===== src/rtl/icache_pkg.sv =====
// Shared definitions for the direct-mapped instruction cache: FSM state
// encoding, the NOP returned when nothing is fetched, and address field widths.
package icache_pkg;

  // state     | meaning
  // S_IDLE    | serving hits; a miss with READ high starts a refill
  // S_MEM_READ| block request held on the memory port until data is ready
  // S_UPDATE  | latched block written into the line at the exit edge
  typedef enum logic [1:0] {
    S_IDLE     = 2'd0,
    S_MEM_READ = 2'd1,
    S_UPDATE   = 2'd2
  } icache_state_t;

  localparam logic [31:0] NOP_INSTR = 32'h0000_0013;

  localparam int ADDR_W      = 32;
  localparam int WORD_W      = 32;
  localparam int BLOCK_W     = 128;
  localparam int WORD_OFF_W  = 2;
  localparam int BLOCK_OFF_W = 4;
  localparam int MEM_ADDR_W  = ADDR_W - BLOCK_OFF_W;

  // Pick one 32-bit word out of a 128-bit block; word 0 sits in bits [31:0].
  function automatic logic [WORD_W-1:0] select_word(input logic [BLOCK_W-1:0] blk,
                                                    input logic [WORD_OFF_W-1:0] off);
    logic [WORD_W-1:0] w;
    case (off)
      2'd0:    w = blk[31:0];
      2'd1:    w = blk[63:32];
      2'd2:    w = blk[95:64];
      default: w = blk[127:96];
    endcase
    return w;
  endfunction

endpackage


===== src/rtl/icache_store.sv =====
// Line storage for the instruction cache: valid bits, tags and 128-bit blocks.
// Reads are asynchronous so a hit resolves in the same cycle; writes are
// synchronous. Valid bits clear asynchronously on reset; tags/data do not
// need a reset because they are only trusted behind a valid bit.
module icache_store
  import icache_pkg::*;
#(
  parameter int NUM_BLOCKS = 8,
  parameter int IDX_W      = $clog2(NUM_BLOCKS),
  parameter int TAG_W      = ADDR_W - BLOCK_OFF_W - IDX_W
) (
  input  logic               i_clk,
  input  logic               i_rst_n,
  input  logic [IDX_W-1:0]   i_rd_idx,
  output logic               o_rd_valid,
  output logic [TAG_W-1:0]   o_rd_tag,
  output logic [BLOCK_W-1:0] o_rd_data,
  input  logic               i_wr_en,
  input  logic [IDX_W-1:0]   i_wr_idx,
  input  logic [TAG_W-1:0]   i_wr_tag,
  input  logic [BLOCK_W-1:0] i_wr_data
);

  logic [NUM_BLOCKS-1:0] r_valid;
  logic [TAG_W-1:0]      r_tag  [NUM_BLOCKS];
  logic [BLOCK_W-1:0]    r_data [NUM_BLOCKS];

  // Valid bits: cleared on reset, set when a refilled line is written.
  always_ff @(posedge i_clk or negedge i_rst_n) begin
    if (!i_rst_n) begin
      r_valid <= '0;
    end else if (i_wr_en) begin
      r_valid[i_wr_idx] <= 1'b1;
    end
  end

  // Tag and block contents: plain write port, no reset.
  always_ff @(posedge i_clk) begin
    if (i_wr_en) begin
      r_tag[i_wr_idx]  <= i_wr_tag;
      r_data[i_wr_idx] <= i_wr_data;
    end
  end

  assign o_rd_valid = r_valid[i_rd_idx];
  assign o_rd_tag   = r_tag[i_rd_idx];
  assign o_rd_data  = r_data[i_rd_idx];

endmodule


===== src/rtl/instruction_cache.sv =====
// Read-only direct-mapped instruction cache with zero-cycle hits and a
// three-state refill FSM (see icache_pkg for the state table).
// Optional build macro: ICACHE_STATS_EN adds saturating HIT_COUNT/MISS_COUNT.
module instruction_cache
  import icache_pkg::*;
#(
  parameter int NUM_BLOCKS = 8
) (
  input  logic                  CLK,
  input  logic                  RESET,
  input  logic                  READ,
  input  logic [ADDR_W-1:0]     ADDRESS,
  output logic [WORD_W-1:0]     INSTRUCTION,
  output logic                  BUSYWAIT,
  output logic                  MEM_READ,
  output logic [MEM_ADDR_W-1:0] MEM_ADDRESS,
  input  logic [BLOCK_W-1:0]    MEM_READDATA,
  input  logic                  MEM_BUSYWAIT
`ifdef ICACHE_STATS_EN
  ,
  output logic [31:0]           HIT_COUNT,
  output logic [31:0]           MISS_COUNT
`endif
);

  localparam int IDX_W = $clog2(NUM_BLOCKS);
  localparam int TAG_W = ADDR_W - BLOCK_OFF_W - IDX_W;

  icache_state_t        r_state;
  logic                 r_mem_read;
  logic [BLOCK_W-1:0]   r_fill_data;

  logic [WORD_OFF_W-1:0] w_offset;
  logic [IDX_W-1:0]      w_index;
  logic [TAG_W-1:0]      w_tag;
  logic                  w_line_valid;
  logic [TAG_W-1:0]      w_line_tag;
  logic [BLOCK_W-1:0]    w_line_data;
  logic                  w_hit;
  logic                  w_wr_en;
  logic                  w_start_miss;
  logic [1:0]            w_unused_addr_lsb;

  // Byte offset within a word is irrelevant for a word-aligned fetch.
  assign w_unused_addr_lsb = ADDRESS[1:0];

  assign w_offset = ADDRESS[BLOCK_OFF_W-1:2];
  assign w_index  = ADDRESS[BLOCK_OFF_W +: IDX_W];
  assign w_tag    = ADDRESS[ADDR_W-1 -: TAG_W];

  icache_store #(
    .NUM_BLOCKS (NUM_BLOCKS),
    .IDX_W      (IDX_W),
    .TAG_W      (TAG_W)
  ) u_store (
    .i_clk      (CLK),
    .i_rst_n    (RESET),
    .i_rd_idx   (w_index),
    .o_rd_valid (w_line_valid),
    .o_rd_tag   (w_line_tag),
    .o_rd_data  (w_line_data),
    .i_wr_en    (w_wr_en),
    .i_wr_idx   (w_index),
    .i_wr_tag   (w_tag),
    .i_wr_data  (r_fill_data)
  );

  assign w_hit        = READ & w_line_valid & (w_line_tag == w_tag);
  assign w_start_miss = (r_state == S_IDLE) & READ & ~w_hit;
  // ADDRESS is held by the fetch stage for the whole miss, so the write
  // can take index/tag straight from it.
  assign w_wr_en      = (r_state == S_UPDATE);

  // Refill FSM; MEM_READ is registered so it is high exactly in S_MEM_READ.
  always_ff @(posedge CLK or negedge RESET) begin
    if (!RESET) begin
      r_state     <= S_IDLE;
      r_mem_read  <= 1'b0;
      r_fill_data <= '0;
    end else begin
      case (r_state)
        S_IDLE: begin
          if (w_start_miss) begin
            r_state    <= S_MEM_READ;
            r_mem_read <= 1'b1;
          end
        end
        S_MEM_READ: begin
          // Memory status is only looked at from inside this state, which
          // guarantees at least one request cycle even with a ready memory.
          if (!MEM_BUSYWAIT) begin
            r_state     <= S_UPDATE;
            r_mem_read  <= 1'b0;
            r_fill_data <= MEM_READDATA;
          end
        end
        S_UPDATE: begin
          r_state <= S_IDLE;
        end
        default: begin
          r_state    <= S_IDLE;
          r_mem_read <= 1'b0;
        end
      endcase
    end
  end

  // Fetch-side outputs: hit word and stall resolve in the same cycle.
  always_comb begin
    INSTRUCTION = NOP_INSTR;
    BUSYWAIT    = 1'b1;
    if (r_state == S_IDLE) begin
      BUSYWAIT = READ & ~w_hit;
      if (w_hit) begin
        INSTRUCTION = select_word(w_line_data, w_offset);
      end
    end
  end

  assign MEM_READ    = r_mem_read;
  assign MEM_ADDRESS = ADDRESS[ADDR_W-1:BLOCK_OFF_W];

`ifdef ICACHE_STATS_EN
  logic [31:0] r_hit_count;
  logic [31:0] r_miss_count;

  // Saturating event counters: one miss per refill start, one hit per IDLE hit cycle.
  always_ff @(posedge CLK or negedge RESET) begin
    if (!RESET) begin
      r_hit_count  <= '0;
      r_miss_count <= '0;
    end else begin
      if ((r_state == S_IDLE) && w_hit && (r_hit_count != 32'hFFFF_FFFF)) begin
        r_hit_count <= r_hit_count + 32'd1;
      end
      if (w_start_miss && (r_miss_count != 32'hFFFF_FFFF)) begin
        r_miss_count <= r_miss_count + 32'd1;
      end
    end
  end

  assign HIT_COUNT  = r_hit_count;
  assign MISS_COUNT = r_miss_count;
`endif

endmodule


===== config.mk =====
export PLATFORM = sky130hd
export DESIGN_NAME = instruction_cache
export DESIGN_NICKNAME = d
export VERILOG_FILES = /design/src/rtl/icache_pkg.sv /design/src/rtl/icache_store.sv /design/src/rtl/instruction_cache.sv
export SDC_FILE = /design/constraint.sdc
export NUM_CORES = 1
export LEC_CHECK = 0
export ABC_AREA = 1
export CORE_ASPECT_RATIO = 1.25
export CORE_UTILIZATION = 55
export CTS_CLUSTER_DIAMETER = 60
export DETAILED_ROUTE_END_ITERATION = 6
export GPL_ROUTABILITY_DRIVEN = 1
export MAX_ROUTING_LAYER = met4
export PLACE_DENSITY = 0.76
export SETUP_SLACK_MARGIN = 0.5
export SYNTH_ARGS = -nofsm -noshare
export SYNTH_HDL_FRONTEND = slang
export SYNTH_SLANG_ARGS = --single-unit

===== constraint.sdc =====
create_clock -name CLK -period 10 [get_ports CLK]
set_input_delay 1 -clock CLK [delete_from_list [all_inputs] [get_ports CLK]]
set_output_delay 1 -clock CLK [all_outputs]
set_load 0.005 [all_outputs]

==> impl_metrics.env, run 1 <==
export IMPL_status="finished clean"
export IMPL_r2r_end="r_fill_data[65]$_DFFE_PN0P_"
export IMPL_row_count=126
export IMPL_dpl_hpwl_um=72100
export IMPL_crit_path_max_incr_delay_ps=980
export IMPL_core_area_sq_um=94600
export IMPL_vias_per_cell=5.90
export IMPL_post_place_ws_ps=3500
export IMPL_dp_cells=5329
export IMPL_finClkSkew_ps=58.7
export IMPL_cts_tree="built"
export IMPL_seq_area_frac_synth=0.766
export IMPL_clk_pin_slew_ps=60
export IMPL_synth_area_mux_share=0
export IMPL_synthAdderAreaFrac=0
export IMPL_layout_common_cells="nand2_1, edfxtp_1, inv_1"
export IMPL_crit_path_end_kind="primary output"
export IMPL_min_path_type="in -> async"
export IMPL_die_w_um=278
export IMPL_p_int_mw=10.1
export IMPL_grt_start_max_net_pins=121
export IMPL_final_common_cell="nand2_1"
export IMPL_synthXorXnorAreaFrac=0.000167
export IMPL_hold_buffers=0
export IMPL_synth_top_family_by_area="simple AND/OR/NAND/NOR gates"
export IMPL_via_count=32800
export IMPL_io_pins=226
export IMPL_first_global_vias=32000
export IMPL_drive_above_1_share=0.0753
export IMPL_grt_antenna_before_repair=1
export IMPL_clk_path_buf_depth=3
export IMPL_firstDrtPassIters=6
export IMPL_placed_area_sq_um=55900
export IMPL_required_ps=9000
export IMPL_final_min_period_over_clock_period=0.660
export IMPL_critical_path_startpoint_type="input port"
export IMPL_slew_headroom=0.249
export IMPL_maxCapViolations=0
export IMPL_wl_um=132000
export IMPL_ir_drop_mv=0.163
export IMPL_clock_sinks=1363
export IMPL_syn_to_final_growth_pct=13.9
export IMPL_worstMarginPinSlew_ps=1120
export IMPL_r2r_start="r_state[1]$_DFFE_PN0P_"
export IMPL_clock_fmax_mhz=152
export IMPL_ctsHtreeMaxLevel=3
export IMPL_critPathMaxFanout=61
export IMPL_critical_path_buf_inv_count=4
export IMPL_power_density_nw_per_um2=226
export IMPL_cp_arrival_ps=5600
export IMPL_post_cts_resized=0
export IMPL_ant_nets=0
export IMPL_port_buffer_count=223
export IMPL_cts_made_buffers=120
export IMPL_power_leakage_nw=21.9
export IMPL_initial_core_util=0.556
export IMPL_synth_compound_area_frac=0.0564
export IMPL_finalCriticalPeriod_ps=6600
export IMPL_grt_total_usage=0.282
export IMPL_path_class="in -> out"
export IMPL_combPwrFrac=0.075
export IMPL_crit_path_top_delay_cell="clkdlybuf4s50_1"
export IMPL_cts_setup_buffers=0
export IMPL_crit_chain="clkdlybuf4s50_1 -> nand2_2 -> nor2_4 -> buf_4 -> buf_4 -> nand2_1 -> nand4_1 -> o31ai_1 -> nand3_1 -> nand2_1 -> nor2_1 -> clkdlybuf4s50_1"
export IMPL_gp_congestion=0.836
export IMPL_final_cell_count_no_fill=5559
export IMPL_design_area_sq_um=59900
export IMPL_finalHoldViolCount=0
export IMPL_setup_slack_ps=3400
export IMPL_postSynthAreaPerCell_sq_um=13.0
export IMPL_gr_total_overflow=0
export IMPL_power_frac_seq=0.582
export IMPL_yosys_register_bits=1363
export IMPL_cp_top_family="buffers and inverters"
export IMPL_fin_tns_setup_ps=0
export IMPL_swShare=0.250
export IMPL_synth_cell_area_sq_um=52600
export IMPL_die_h_um=348
export IMPL_p_sw_mw=3.39
export IMPL_dieArea_sq_um=96800
export IMPL_setup_viol=0
export IMPL_insertion_delay_ps=730
export IMPL_yosys_warnings=0
export IMPL_synthCells=4041
export IMPL_grt_pass1_wl_um=196000
export IMPL_nets=4399
export IMPL_drtIter0Drc=3761
export IMPL_p_total_mw=13.5
export IMPL_synth_simple_gate_area_frac=0.140
export IMPL_regToRegSetupSlack_ps=6520
export IMPL_route_detailed_drc=0
export IMPL_rsz0062_at_grt="no"
export IMPL_slew_viol_final=0
export IMPL_clock_power_share=0.343
export IMPL_syn_num_nets=4205
export IMPL_synth_cell_types=43
export IMPL_root_buffer="clkbuf_16"
export IMPL_rr_worst_depth=6
export IMPL_wl_per_cell_um=23.8
power groups by stage:
stage,Sequential (mW),Combinational (mW),Clock [mW]
final,7.88,1.01,4.64
after global routing,7.94,1.12,4.88
after CTS,7.85,1.02,4.67
after detailed placement,7.97,1.00,0
after global placement,7.92,0.976,0
after floorplan,7.73,0.600,0
state kept, by name, summed over array words and instances, names as in the netlist:
signal / flops
u_store.r_data: 1024
u_store.r_tag: 200
r_fill_data: 128
u_store.r_valid: 8
r_state: 2
MEM_READ: 1
kinds of logic after synthesis:
family                 after synthesis
AO/OA/AOI/OAI                      440
XOR/XNOR                             1
buffers and inverters              449
flip-flops                        1363
AND/OR/NAND/NOR                   1788
stage by stage:
stage,hold WS (ps),util
after floorplan,424,-
after global placement,439,0.591
after detailed placement,450,0.591
after CTS,210,0.633
after global routing,244,0.633
final,218,0.633
cell type report:
type,instances,area (sq um)
flip-flops and latches,1363,40200
fillers,6661,34700
multi-input cells,2229,10500
clock buffers,161,3280
repair buffers,286,2750
well taps,1216,1520
inverters,235,893
clock inverters,68,727
diodes,1,2.50
layer usage:
layer  vias to the layer above  part of all wire  GRT usage
li1                      14600                 -          -
met2                      1849              0.49      0.458
met5                         -                 0          -
met4                         0             0.038      0.113
met3                       301             0.098     0.0449
met1                     16000              0.38      0.357
worst max-delay path by stage:
stage | startpoint | to | slack, ps | cells past startpoint
floorplan | ADDRESS[5] | u_store.r_valid[1]$_DFFE_PN0P_ | 860 | 8
global placement | ADDRESS[6] | INSTRUCTION[17] | 3480 | 12
detailed placement | ADDRESS[6] | INSTRUCTION[10] | 3500 | 12
CTS | ADDRESS[6] | INSTRUCTION[16] | 3450 | 13
global route | ADDRESS[6] | INSTRUCTION[17] | 3280 | 12
finish | ADDRESS[6] | INSTRUCTION[10] | 3400 | 12
synth_stat cells, drive strengths merged:
cell        n  area [sq um]
buf       101           662
or2        42           263
a221oi     55           482
nor2      228           940
xnor2       1          8.76
clkbuf    113           424
a22oi      45           338
o211ai     25           188
o22ai      71           444
nand2    1263          4750
a22o       28           245
clkinv      2          7.51
edfxtp   1224         36800
nand3     151           756
nand3b      9          80.1
a211oi      2          15.0
o221ai      1          8.76
o31ai      12          90.1
and2        1          6.26
o21bai      9          67.6
inv       233           882
nand4      75           469
o2111ai    22           193
o21ai     102           510
and3        2          12.5
nor3       14          81.3
o22a       12           105
a21oi      56           280
dfrtp     139          3480
nor4        3          18.8
(Power assumes the default switching activity.)
==> run 2, diff against run 1 <==
- clock period: 10 -> 6.7 ns (I/O delays scaled with it)
==> impl_metrics.env, run 2 (same netlist as run 1, synthesis figures left out) <==
export IMPL_status="finished clean"
export IMPL_path_class="in -> out"
export IMPL_clock_power_share=0.351
export IMPL_slew_viol_final=0
export IMPL_regToRegSetupSlack_ps=3940
export IMPL_p_sw_mw=5.06
export IMPL_power_density_nw_per_um2=339
export IMPL_dpl_hpwl_um=73600
export IMPL_regMostFlops="u_store.r_data"
export IMPL_ctsHtreeMaxLevel=3
export IMPL_rr_worst_depth=4
export IMPL_largest_reg_flops=1024
export IMPL_fin_util=0.638
export IMPL_port_buffer_count=223
export IMPL_via_count=32800
export IMPL_crit_path_top_delay_cell="clkdlybuf4s50_1"
export IMPL_required_ps=6030
export IMPL_ir_drop_mv=0.207
export IMPL_combPwrFrac=0.073
export IMPL_crit_chain="clkdlybuf4s50_1 -> nand2_2 -> nor2_4 -> buf_4 -> buf_4 -> a221oi_1 -> nand3b_1 -> nand2_1 -> nand3_1 -> nand2_1 -> nor2_1 -> clkdlybuf4s50_1"
export IMPL_insertion_delay_ps=710
export IMPL_maxCapViolations=0
export IMPL_grt_antenna_before_repair=2
export IMPL_hold_buffers=1
export IMPL_gp_congestion=0.850
export IMPL_drive_above_1_share=0.0810
export IMPL_r2r_end="u_store.r_data[5][58]$_DFFE_PP_"
export IMPL_r2r_start="r_state[0]$_DFFE_PN0P_"
export IMPL_vias_per_cell=5.88
export IMPL_grt_start_max_net_pins=116
export IMPL_cts_tree="built"
export IMPL_clock_sinks=1363
export IMPL_wl_um=132000
export IMPL_finClkSkew_ps=25.4
export IMPL_p_total_mw=20.5
export IMPL_post_cts_resized=0
export IMPL_critical_path_startpoint_type="input port"
export IMPL_min_path_type="in -> async"
export IMPL_crit_path_end_kind="primary output"
export IMPL_wl_per_cell_um=23.7
export IMPL_layout_common_cells="nand2_1, edfxtp_1, inv_1"
export IMPL_final_cell_count_no_fill=5576
export IMPL_worstMarginPinSlew_ps=1130
export IMPL_power_frac_seq=0.576
export IMPL_io_pins=226
export IMPL_reg_largest_list="u_store.r_data: 1024 flops, u_store.r_tag: 200 flops, r_fill_data: 128 flops"
export IMPL_dieArea_sq_um=96800
export IMPL_fin_tns_setup_ps=0
export IMPL_initial_core_util=0.556
export IMPL_grt_total_usage=0.283
export IMPL_setup_viol=0
export IMPL_dp_cells=5345
export IMPL_nets=4415
export IMPL_p_int_mw=15.4
export IMPL_final_common_cell="nand2_1"
export IMPL_cp_arrival_ps=4730
export IMPL_final_min_period_over_clock_period=0.806
export IMPL_clock_fmax_mhz=185
export IMPL_clk_path_buf_depth=3
export IMPL_route_detailed_drc=0
export IMPL_finalHoldViolCount=0
export IMPL_slew_headroom=0.243
export IMPL_critPathMaxFanout=22
export IMPL_core_area_sq_um=94600
export IMPL_firstDrtPassIters=6
export IMPL_drtIter0Drc=3875
export IMPL_grt_pass1_wl_um=197000
export IMPL_die_h_um=348
export IMPL_cts_made_buffers=119
export IMPL_power_leakage_nw=22.1
export IMPL_row_count=126
export IMPL_first_global_vias=32200
export IMPL_crit_path_max_incr_delay_ps=940
export IMPL_swShare=0.247
export IMPL_syn_to_final_growth_pct=14.8
export IMPL_finalCriticalPeriod_ps=5400
export IMPL_root_buffer="clkbuf_16"
export IMPL_gr_total_overflow=0
export IMPL_rsz0062_at_grt="no"
export IMPL_clk_pin_slew_ps=60
export IMPL_die_w_um=278
export IMPL_cts_setup_buffers=0
export IMPL_ant_nets=0
==> run 2: cell type report <==
class,count,area [sq um]
antenna,2,5.00
inverter,235,893
sequential,1363,40200
multi-input combinational,2229,10500
fill,6611,34200
tap,1216,1520
clock inverter,70,828
clock buffer,158,3330
timing repair buffer,303,3060
==> run 2: critical path: cells and delay by family <==
family	cells	cell delay, ps
buffers and inverters	4	2160
and+or+nand+nor	7	1750
AOI/OAI and AO/OA	1	120
==> run 2: through the flow <==
stage | setup WS (ps) | hold slack [ps] | cell area (sq um)
global placement | 1390 | 438 | 56200
finish | 1300 | 452 | 60300
detailed placement | 1390 | 445 | 56200
global route | 1100 | 471 | 60300
CTS | 1360 | 436 | 60300
floorplan | 526 | 374 | 52600
==> run 2: how the worst max path moves through the flow <==
stage | start | end | slack, ps
after floorplan | ADDRESS[4] | u_store.r_data[6][0]$_DFFE_PP_ | 530
after global placement | ADDRESS[6] | INSTRUCTION[19] | 1390
after detailed placement | ADDRESS[6] | INSTRUCTION[19] | 1390
after CTS | ADDRESS[6] | INSTRUCTION[19] | 1360
after global routing | ADDRESS[6] | INSTRUCTION[19] | 1100
final | ADDRESS[6] | INSTRUCTION[19] | 1300
==> run 2: metal layers <==
metal | up-vias | share of wire | GRT usage
met5 | - | 0 | -
met4 | 0 | 0.038 | 0.114
met3 | 286 | 0.097 | 0.0462
met2 | 1876 | 0.49 | 0.458
met1 | 16000 | 0.37 | 0.358
li1 | 14600 | - | -
==> run 2: power groups by stage <==
stage / Sequential (mW) / Combinational (mW) / Clock, mW
4_1_cts: 11.7 / 1.51 / 7.21
2_1_floorplan: 11.5 / 0.897 / 0
3_3_place_gp: 11.8 / 1.45 / 0
5_1_grt: 11.9 / 1.67 / 7.53
6_report: 11.8 / 1.50 / 7.17
3_5_place_dp: 11.9 / 1.49 / 0
